<file path="config.mk">
export PLATFORM = sky130hd
export DESIGN_NAME = picos_finish_task_sender
export DESIGN_NICKNAME = d
export VERILOG_FILES = /design/src/rtl/picos_pkg.sv /design/src/rtl/picos_finish_task_fifo.sv /design/src/rtl/picos_finish_task_sender.sv
export SDC_FILE = /design/constraint.sdc
export NUM_CORES = 1
export LEC_CHECK = 0
export ABC_AREA = 0
export ABC_CLOCK_PERIOD_IN_PS = 3990
export BUFFER_PORTS_ARGS = -buffer_cell sky130_fd_sc_hd__buf_2
export CORE_UTILIZATION = 29
export DETAILED_ROUTE_END_ITERATION = 6
export SLEW_MARGIN = 20
export SYNTH_ARGS = -nofsm -noshare
export SYNTH_HDL_FRONTEND = slang
export SYNTH_SLANG_ARGS = --single-unit
</file>
<file path="constraint.sdc">
create_clock -name clk -period 3.99 [get_ports clk]
set_input_delay 1.197 -clock clk [delete_from_list [all_inputs] [get_ports clk]]
set_output_delay 1.197 -clock clk [all_outputs]
set_load 0.05 [all_outputs]
</file>
<file path="src/rtl/picos_pkg.sv">
// Shared types and constants for the Picos finish-task path.
package picos_pkg;

  localparam int PICOS_FINISH_DATA_WIDTH = 32;
  localparam int STALL_CNT_WIDTH         = 16;

  typedef logic [PICOS_FINISH_DATA_WIDTH-1:0] picos_task_id_t;
  typedef logic [STALL_CNT_WIDTH-1:0]         stall_cnt_t;

endpackage

</file>
<file path="src/rtl/picos_finish_task_fifo.sv">
// Register-array FIFO with occupancy count; full/empty derive from the count.
module picos_finish_task_fifo #(
  parameter int DEPTH = 16,
  parameter int WIDTH = 32
) (
  input  logic                   clk,
  input  logic                   rstn,
  input  logic                   push,
  input  logic [WIDTH-1:0]       wdata,
  input  logic                   pop,
  output logic [WIDTH-1:0]       rdata,
  output logic [$clog2(DEPTH):0] count,
  output logic                   full,
  output logic                   empty
);

  localparam int ADDR_W = $clog2(DEPTH);
  localparam int PTR_W  = ADDR_W + 1;

  logic [WIDTH-1:0]  r_mem [DEPTH];
  logic [PTR_W-1:0]  r_wr_ptr;
  logic [PTR_W-1:0]  r_rd_ptr;
  logic [PTR_W-1:0]  r_count;
  logic              w_do_push;
  logic              w_do_pop;
  logic [ADDR_W-1:0] w_head_idx;

  assign full      = (r_count == PTR_W'(DEPTH));
  assign empty     = (r_count == '0);
  assign w_do_push = push && !full;
  assign w_do_pop  = pop && !empty;
  assign count     = r_count;

  // When empty, point one slot behind the head so the last popped word stays visible.
  // NOTE: every variable assigned in always_comb gets a default first, so no latch is inferred.
  always_comb begin
    w_head_idx = r_rd_ptr[ADDR_W-1:0];
    if (empty) begin
      w_head_idx = r_rd_ptr[ADDR_W-1:0] - ADDR_W'(1);
    end
  end

  assign rdata = r_mem[w_head_idx];

  // NOTE: sequential state uses non-blocking assignments so all flops update together at the edge.
  always_ff @(posedge clk or negedge rstn) begin
    if (!rstn) begin
      r_wr_ptr <= '0;
      r_rd_ptr <= '0;
      r_count  <= '0;
    end else begin
      if (w_do_push) begin
        r_wr_ptr <= r_wr_ptr + PTR_W'(1);
      end
      if (w_do_pop) begin
        r_rd_ptr <= r_rd_ptr + PTR_W'(1);
      end
      case ({w_do_push, w_do_pop})
        2'b10:   r_count <= r_count + PTR_W'(1);
        2'b01:   r_count <= r_count - PTR_W'(1);
        default: r_count <= r_count;
      endcase
    end
  end

  // NOTE: the storage array is reset too, so tdata reads zero out of reset and no stale word survives.
  always_ff @(posedge clk or negedge rstn) begin
    if (!rstn) begin
      for (int i = 0; i < DEPTH; i++) begin
        r_mem[i] <= '0;
      end
    end else if (w_do_push) begin
      r_mem[r_wr_ptr[ADDR_W-1:0]] <= wdata;
    end
  end

endmodule

</file>
<file path="src/rtl/picos_finish_task_sender.sv">
// Finish-task transmitter: buffers finish notifications and streams them to Picos over AXIS.
module picos_finish_task_sender
  import picos_pkg::*;
#(
  parameter int DEPTH       = 16,
  parameter int STALL_LIMIT = 1024
) (
  input  logic                   clk,
  input  logic                   rstn,
  input  logic                   finish_valid,
  output logic                   finish_ready,
  input  picos_task_id_t         finish_picos_id,
  output logic                   M00_AXIS_tvalid,
  input  logic                   M00_AXIS_tready,
  output picos_task_id_t         M00_AXIS_tdata,
  output logic [$clog2(DEPTH):0] pending_count,
  output logic [31:0]            sent_count,
  output logic                   stall_alarm
);

  localparam int         DATA_WIDTH    = PICOS_FINISH_DATA_WIDTH;
  localparam stall_cnt_t STALL_LIMIT_C = stall_cnt_t'(STALL_LIMIT);

  logic        r_out_of_reset;
  logic [31:0] r_sent_count;
  stall_cnt_t  r_stall_cnt;
  stall_cnt_t  w_stall_next;
  logic        r_stall_alarm;
  logic        w_full;
  logic        w_empty;
  logic        w_push;
  logic        w_pop;

  picos_finish_task_fifo #(
    .DEPTH (DEPTH),
    .WIDTH (DATA_WIDTH)
  ) u_fifo (
    .clk   (clk),
    .rstn  (rstn),
    .push  (w_push),
    .wdata (finish_picos_id),
    .pop   (w_pop),
    .rdata (M00_AXIS_tdata),
    .count (pending_count),
    .full  (w_full),
    .empty (w_empty)
  );

  // Ready depends only on registered state, never on tready.
  assign finish_ready    = !w_full && r_out_of_reset;
  assign w_push          = finish_valid && finish_ready;
  assign M00_AXIS_tvalid = !w_empty;
  assign w_pop           = M00_AXIS_tvalid && M00_AXIS_tready;
  assign sent_count      = r_sent_count;
  assign stall_alarm     = r_stall_alarm;

  always_ff @(posedge clk or negedge rstn) begin
    if (!rstn) begin
      r_out_of_reset <= 1'b0;
      r_sent_count   <= '0;
    end else begin
      r_out_of_reset <= 1'b1;
      if (w_pop) begin
        r_sent_count <= r_sent_count + 32'd1;
      end
    end
  end

  // Count consecutive back-pressured cycles; any pop or idle cycle restarts the count.
  always_comb begin
    w_stall_next = r_stall_cnt;
    if (w_pop || !M00_AXIS_tvalid) begin
      w_stall_next = '0;
    end else if (r_stall_cnt != '1) begin
      w_stall_next = r_stall_cnt + stall_cnt_t'(1);
    end
  end

  always_ff @(posedge clk or negedge rstn) begin
    if (!rstn) begin
      r_stall_cnt   <= '0;
      r_stall_alarm <= 1'b0;
    end else begin
      r_stall_cnt   <= w_stall_next;
      r_stall_alarm <= (w_stall_next >= STALL_LIMIT_C);
    end
  end

endmodule
</file>
==> impl_metrics.ini, run 1 <==
[outcome]
status = complete, but fails checks
violations = setup timing

[synthesis]
synth_edf_count = 0
syn_area_per_cell_um2 = 14.4
synth_area_leaders = dfrtp_1 46%, mux4_2 18%, mux2_2 12%
synth_flop_cell = dfrtp_1
ys_async_sr_fraction = 1.00
ys_types = 54
netlist.area_leader.share = 0.461
ys_seq_area_frac = 0.461
syn_area_mm2 = 0.0312
yosysMostFrequentCell = dfrtp_1
synthCells = 2161
synth_area_leader_cell = dfrtp_1
syn-num-nets = 2208
synth_warnings = 0
ys_seq_elements = 575
ys_top_cells_by_count = 575 x dfrtp_1, 325 x mux2_2, 251 x mux4_2

[power_and_ir_drop]
vdd_drop_max_mv = 0.613
power.density_mw_per_mm2 = 903
p_leak_nw = 15.8
power_mw = 33.5

[finish]
nets = 2327
final_area_mm2 = 0.0371
nFillCells = 10137
area_growth_pct = 18.8
drive_gt1_frac = 0.482

[die]
core_area_mm2 = 0.106
row_count = 119
die_w_um = 330
initial_core_util = 0.294
die_h_um = 330
ios = 108
dieArea_mm2 = 0.109

[cts]
cts_buffers = 69
cts_buffer_depth = 3
cts_hold_repair.buffers = 0
worst_skew_pair.late_latency_ps = 630
clock-sinks = 575
cts_tree = built
cts_root_buf = clkbuf_16
cts_htree_levels = 3
clk_pin_slew_ps = 50

[setup_path]
cp_max_fo = 18
critPathKind = flop to output port
cp-start-kind = flop
crit_chain = or4_4 -> nor2_4 -> buf_12 -> inv_8 -> buf_6 -> o2bb2ai_4 -> buf_12 -> a32oi_1 -> and3_4 -> buf_6
crit_arrival_ps = 2930
cpMaxStageDelayCell = or4_4
critPathRequiredTime_ps = 2790
crit_path_end_kind = output port
critPathBufInv = 5
slowest_delay_ps = 560
path_delay_family = simple AND/OR/NAND/NOR gates

[placement]
routabilityCongestion = 0.732
placed_cell_area_mm2 = 0.0337
dp_hpwl_um = 49200
pre_cts_ws_ps = 217
portBuffers = 107

[global_route]
grt_max_degree = 131
grt_pass1_wl_um = 129000
antenna_found_initial = 12
grt_overflow = 0
grt_pass1_vias = 19685
grt_usage = 0.157

[sta]
setup_viol = 32
finalWorstSetupSlack_ps = -142
finalSetupTns_ps = -3180
hold_viol_final = 0
maxSlewHeadroom = 0.382
hold_ws_ps = 463
min_period_ps = 4130
maxSlewViolCount = 0
finalCritPeriodShare = 1.04
fin_skew_ps = 30.9
max_freq_mhz = 242
rsz0062_at_grt = yes
tightest_slew_ps = 919

[routing]
drt_iter0_drc = 1422
antenna_left = 0
wl_um = 86500
vias_per_cell = 5.27
num_vias = 19646
drt_pre_antenna_iters = 5
wl_per_cell_um = 23.2
drc = 0

[run]
drv_cap = 0

[min_path]
hold_class = flop to flop
==> what timing repair did <==
| item | in CTS | in global routing |
|---|---|---|
| endpoints found under the setup margin | 32 | 32 |
| pin swaps | 8 | 8 |
| setup buffers | 19 | 9 |
| cloned | 7 | 5 |
| gates resized for setup | 108 | 37 |
==> placed cells by master, fill, tap and decap left out, drive strengths merged, types with 4 or more instances in the layout <==
cell	n
o2111ai	4
and4	7
clkbuf	107
nand4	19
and2	4
nor2	31
ha	11
bufinv	5
clkinv	9
mux2i	42
o21ai	9
nand2b	5
and3	37
mux2	513
a21oi	15
nor2b	5
a32oi	32
mux4	251
a21o	5
nand2	223
inv	19
dfrtp	575
o2bb2ai	4
xor2	9
buf	225
nand3	75
xnor2	42
nor4	8
nor3	10
==> kinds of logic (layout without fill, tap and decap cells) <==
kind of cell | Yosys count | count (layout) | share of synthesized area
AO/OA/AOI/OAI | 87 | 87 | 0.0211
XOR/XNOR | 51 | 51 | 0.0143
adder cells (fa/ha/maj) | 11 | 11 | 0.00441
buffers and inverters | 199 | 370 | 0.0370
flip-flops | 575 | 575 | 0.461
multiplexers | 806 | 806 | 0.396
other | 1 | 3 | 0.000120
AND/OR/NAND/NOR | 431 | 431 | 0.0664
==> worst paths after layout <==
| kind | from | to | slack (ps) | cells past startpoint |
|---|---|---|---|---|
| worst max-delay path | u_fifo.count[1] | M00_AXIS_tdata[31] | -140 | 10 |
| worst min-delay path | sent_count[31] | sent_count[31] | 460 | 1 |
| worst max register to register | u_fifo.count[1] | u_fifo.count[4] | 710 | 15 |
| worst min register to register | sent_count[31] | sent_count[31] | 460 | 1 |
| max in group asynchronous | rstn | u_fifo.r_mem[314] | 2410 | 2 |
| min in group asynchronous | rstn | u_fifo.r_mem[80] | 490 | 1 |
==> power breakdown <==
part | switching [mW] | internal [mW]
Combinational | 7.96 | 9.13
Sequential | 1.80 | 8.17
Clock | 2.59 | 3.85
Total | 12.3 | 21.1
==> cell type report <==
cell class,count,area (µm²),share of cell area
multi-input cells,1387,16000,0.433
clock inverters,21,269,0.00725
repair buffers,233,2550,0.0687
repair inverters,1,6.26,0.000169
flip-flops and latches,575,14400,0.388
clock buffers,102,2020,0.0545
well taps,1391,1740,0.0469
diodes,2,5.00,0.000135
inverters,13,56.3,0.00152
==> metal layers <==
layer  part of all wire  global-route usage  wire [µm]
met5            0.00083                   0         72
met4              0.026              0.0450       2270
met3              0.058              0.0299       4980
met2               0.46               0.245      40100
met1               0.45               0.220      39100
==> sequential cells by signal (all words and copies together), names as in the netlist <==
signal and cells:
r_out_of_reset 1, r_stall_cnt 16, sent_count 32, u_fifo.count 5
stall_alarm 1, u_fifo.r_wr_ptr 4, u_fifo.r_rd_ptr 4, u_fifo.r_mem 512
==> metrics by stage <==
| stage | instances | util |
|---|---|---|
| 2_1_floorplan | 2161 | - |
| 3_3_place_gp | 3560 | 0.318 |
| 3_5_place_dp | 3560 | 0.318 |
| 4_1_cts | 3709 | 0.346 |
| 5_1_grt | 3724 | 0.350 |
| 6_report | 3725 | 0.350 |
Power figures use the tool's default switching activity.
==> inputs of run 2 (changes only) <==
ABC_CLOCK_PERIOD_IN_PS = 4920   (was 3990)
clock period = 4.92 ns   (was 3.99 ns; I/O delays follow)
==> impl_metrics.ini, run 2 (synthesis gave the netlist of run 1 again) <==
[placement]
pre_cts_ws_ps = 570
placed_cell_area_mm2 = 0.0333
portBuffers = 107
placed_cells = 3535
routabilityCongestion = 0.759
dp_hpwl_um = 48500

[cts]
clock-sinks = 575
cts_htree_levels = 2
cts_buffers = 61
worst_skew_pair.late_latency_ps = 670
clk_pin_slew_ps = 60
cts_buffer_depth = 3
cts_tree = built
cts_root_buf = clkbuf_16

[finish]
largest_register = u_fifo.r_mem
area_growth_pct = 13.6
layout_common_cells = 573 x dfrtp_1, 325 x mux2_2, 251 x mux4_2
drive_gt1_frac = 0.448
largest_reg_flops = 512
final_common_cell = dfrtp_1
final_area_mm2 = 0.0355
nFillCells = 10275
nets = 2261
instances_no_fill = 3653

[run]
drv_cap = 0

[routing]
wl_um = 82900
drc = 0
wl_per_cell_um = 22.7
drt_iter0_drc = 1288
num_vias = 19311
antenna_left = 0
drt_pre_antenna_iters = 5
vias_per_cell = 5.29

[setup_path]
rrSetupSlack_ps = 1330
crit_arrival_ps = 3340
critPathKind = flop to output port
critPathRequiredTime_ps = 3440
reg2regPathDepth = 15
rr_startpoint = u_fifo.count[0]
cp-start-kind = flop
reg2reg_to = u_fifo.count[4]
crit_path_end_kind = output port
cp_max_fo = 30

[global_route]
grt_overflow = 0
grt_pass1_vias = 19574
antenna_found_initial = 12
grt_pass1_wl_um = 127000
grt_max_degree = 109
grt_usage = 0.152

[die]
die_w_um = 330
dieArea_mm2 = 0.109
die_h_um = 330
ios = 108
core_area_mm2 = 0.106
row_count = 119
initial_core_util = 0.294

[sta]
tightest_slew_ps = 1030
maxSlewHeadroom = 0.308
finalWorstSetupSlack_ps = 104
finalCritPeriodShare = 0.979
min_period_ps = 4820
setup_viol = 0
max_freq_mhz = 208
hold_viol_final = 0
fin_skew_ps = 39.6
maxSlewViolCount = 0
hold_ws_ps = 472

[power_and_ir_drop]
vdd_drop_max_mv = 0.851
power.density_mw_per_mm2 = 698
p_leak_nw = 15.1

[min_path]
hold-path-cell-count = 1
min_from = sent_count[31]
holdPathEnd = sent_count[31]
hold_class = flop to flop

[outcome]
status = complete, no violations
-- run 2: cell types whose count changed in the layout (fill, tap and decap cells not counted), moves of 10 or more --
cell | before | now
and3_1 | 5 | 36
and3_4 | 26 | 0
buf_16 | 10 | 0
buf_2 | 74 | 100
buf_4 | 63 | 39
buf_6 | 30 | 4
buf_8 | 16 | 1
clkbuf_16 | 75 | 62
-- run 2: critical path, cell delays in order, from the launching register on --
cell,delay (ps)
dfrtp_1,480
or4_4,630
nor2_4,130
buf_12,140
buf_12,240
mux4_2,530
nand2_1,70
and3_1,230
clkbuf_4,260
-- run 2: area by class of cell --
class                   count  area [µm²]  area share
multi-input cells        1387       15800       0.447
clock inverters            17         196     0.00554
repair buffers            174        1400      0.0396
inverters                  13        65.1     0.00183
repair inverters            2        17.5    0.000494
clock buffers              93        1810      0.0510
diodes                      1        2.50   0.0000705
well taps                1391        1740      0.0491
flip-flops and latches    575       14400       0.406
-- run 2: metrics by stage --
| step | utilization | total power [mW] | setup TNS, ps |
|---|---|---|---|
| 2_1_floorplan | - | 17.0 | 0 |
| 3_3_place_gp | 0.314 | 19.9 | 0 |
| 3_5_place_dp | 0.314 | 20.1 | 0 |
| 4_1_cts | 0.334 | 24.9 | 0 |
| 5_1_grt | 0.335 | 26.2 | -13.2 |
| 6_report | 0.335 | 24.8 | 0 |
-- run 2: worst max path at each step --
stage / startpoint / endpoint / slack, ps
2_1_floorplan: u_fifo.r_rd_ptr[1] / M00_AXIS_tdata[17] / 310
3_3_place_gp: u_fifo.count[0] / M00_AXIS_tdata[9] / 560
3_5_place_dp: u_fifo.count[0] / M00_AXIS_tdata[1] / 570
4_1_cts: u_fifo.count[0] / M00_AXIS_tdata[1] / 10
5_1_grt: u_fifo.r_rd_ptr[0] / M00_AXIS_tdata[30] / -8
6_report: u_fifo.count[0] / M00_AXIS_tdata[1] / 100
-- run 2: routing by layer --
| layer | vias up | global-route usage | part of all wire |
|---|---|---|---|
| met3 | 161 | 0.0303 | 0.054 |
| met4 | 22 | 0.0456 | 0.027 |
| li1 | 8248 | - | - |
| met5 | - | 0 | 0.0014 |
| met1 | 10382 | 0.211 | 0.45 |
| met2 | 498 | 0.239 | 0.47 |
-- run 2: report_power, final --
group	internal [mW]	total (mW)	switching [mW]	leakage, nW
combinational	5.99	12.0	5.97	6.67
sequential	6.63	8.13	1.51	7.45
clock	2.68	4.67	1.99	0.991
total	15.3	24.8	9.47	15.1
-- run 2: timing repair --
item,CTS,global route
setup endpoints to repair,16,28
hold buffers,0,0
gates cloned,1,2
pin swaps,1,1
setup buffers,1,3
resized for setup,3,13
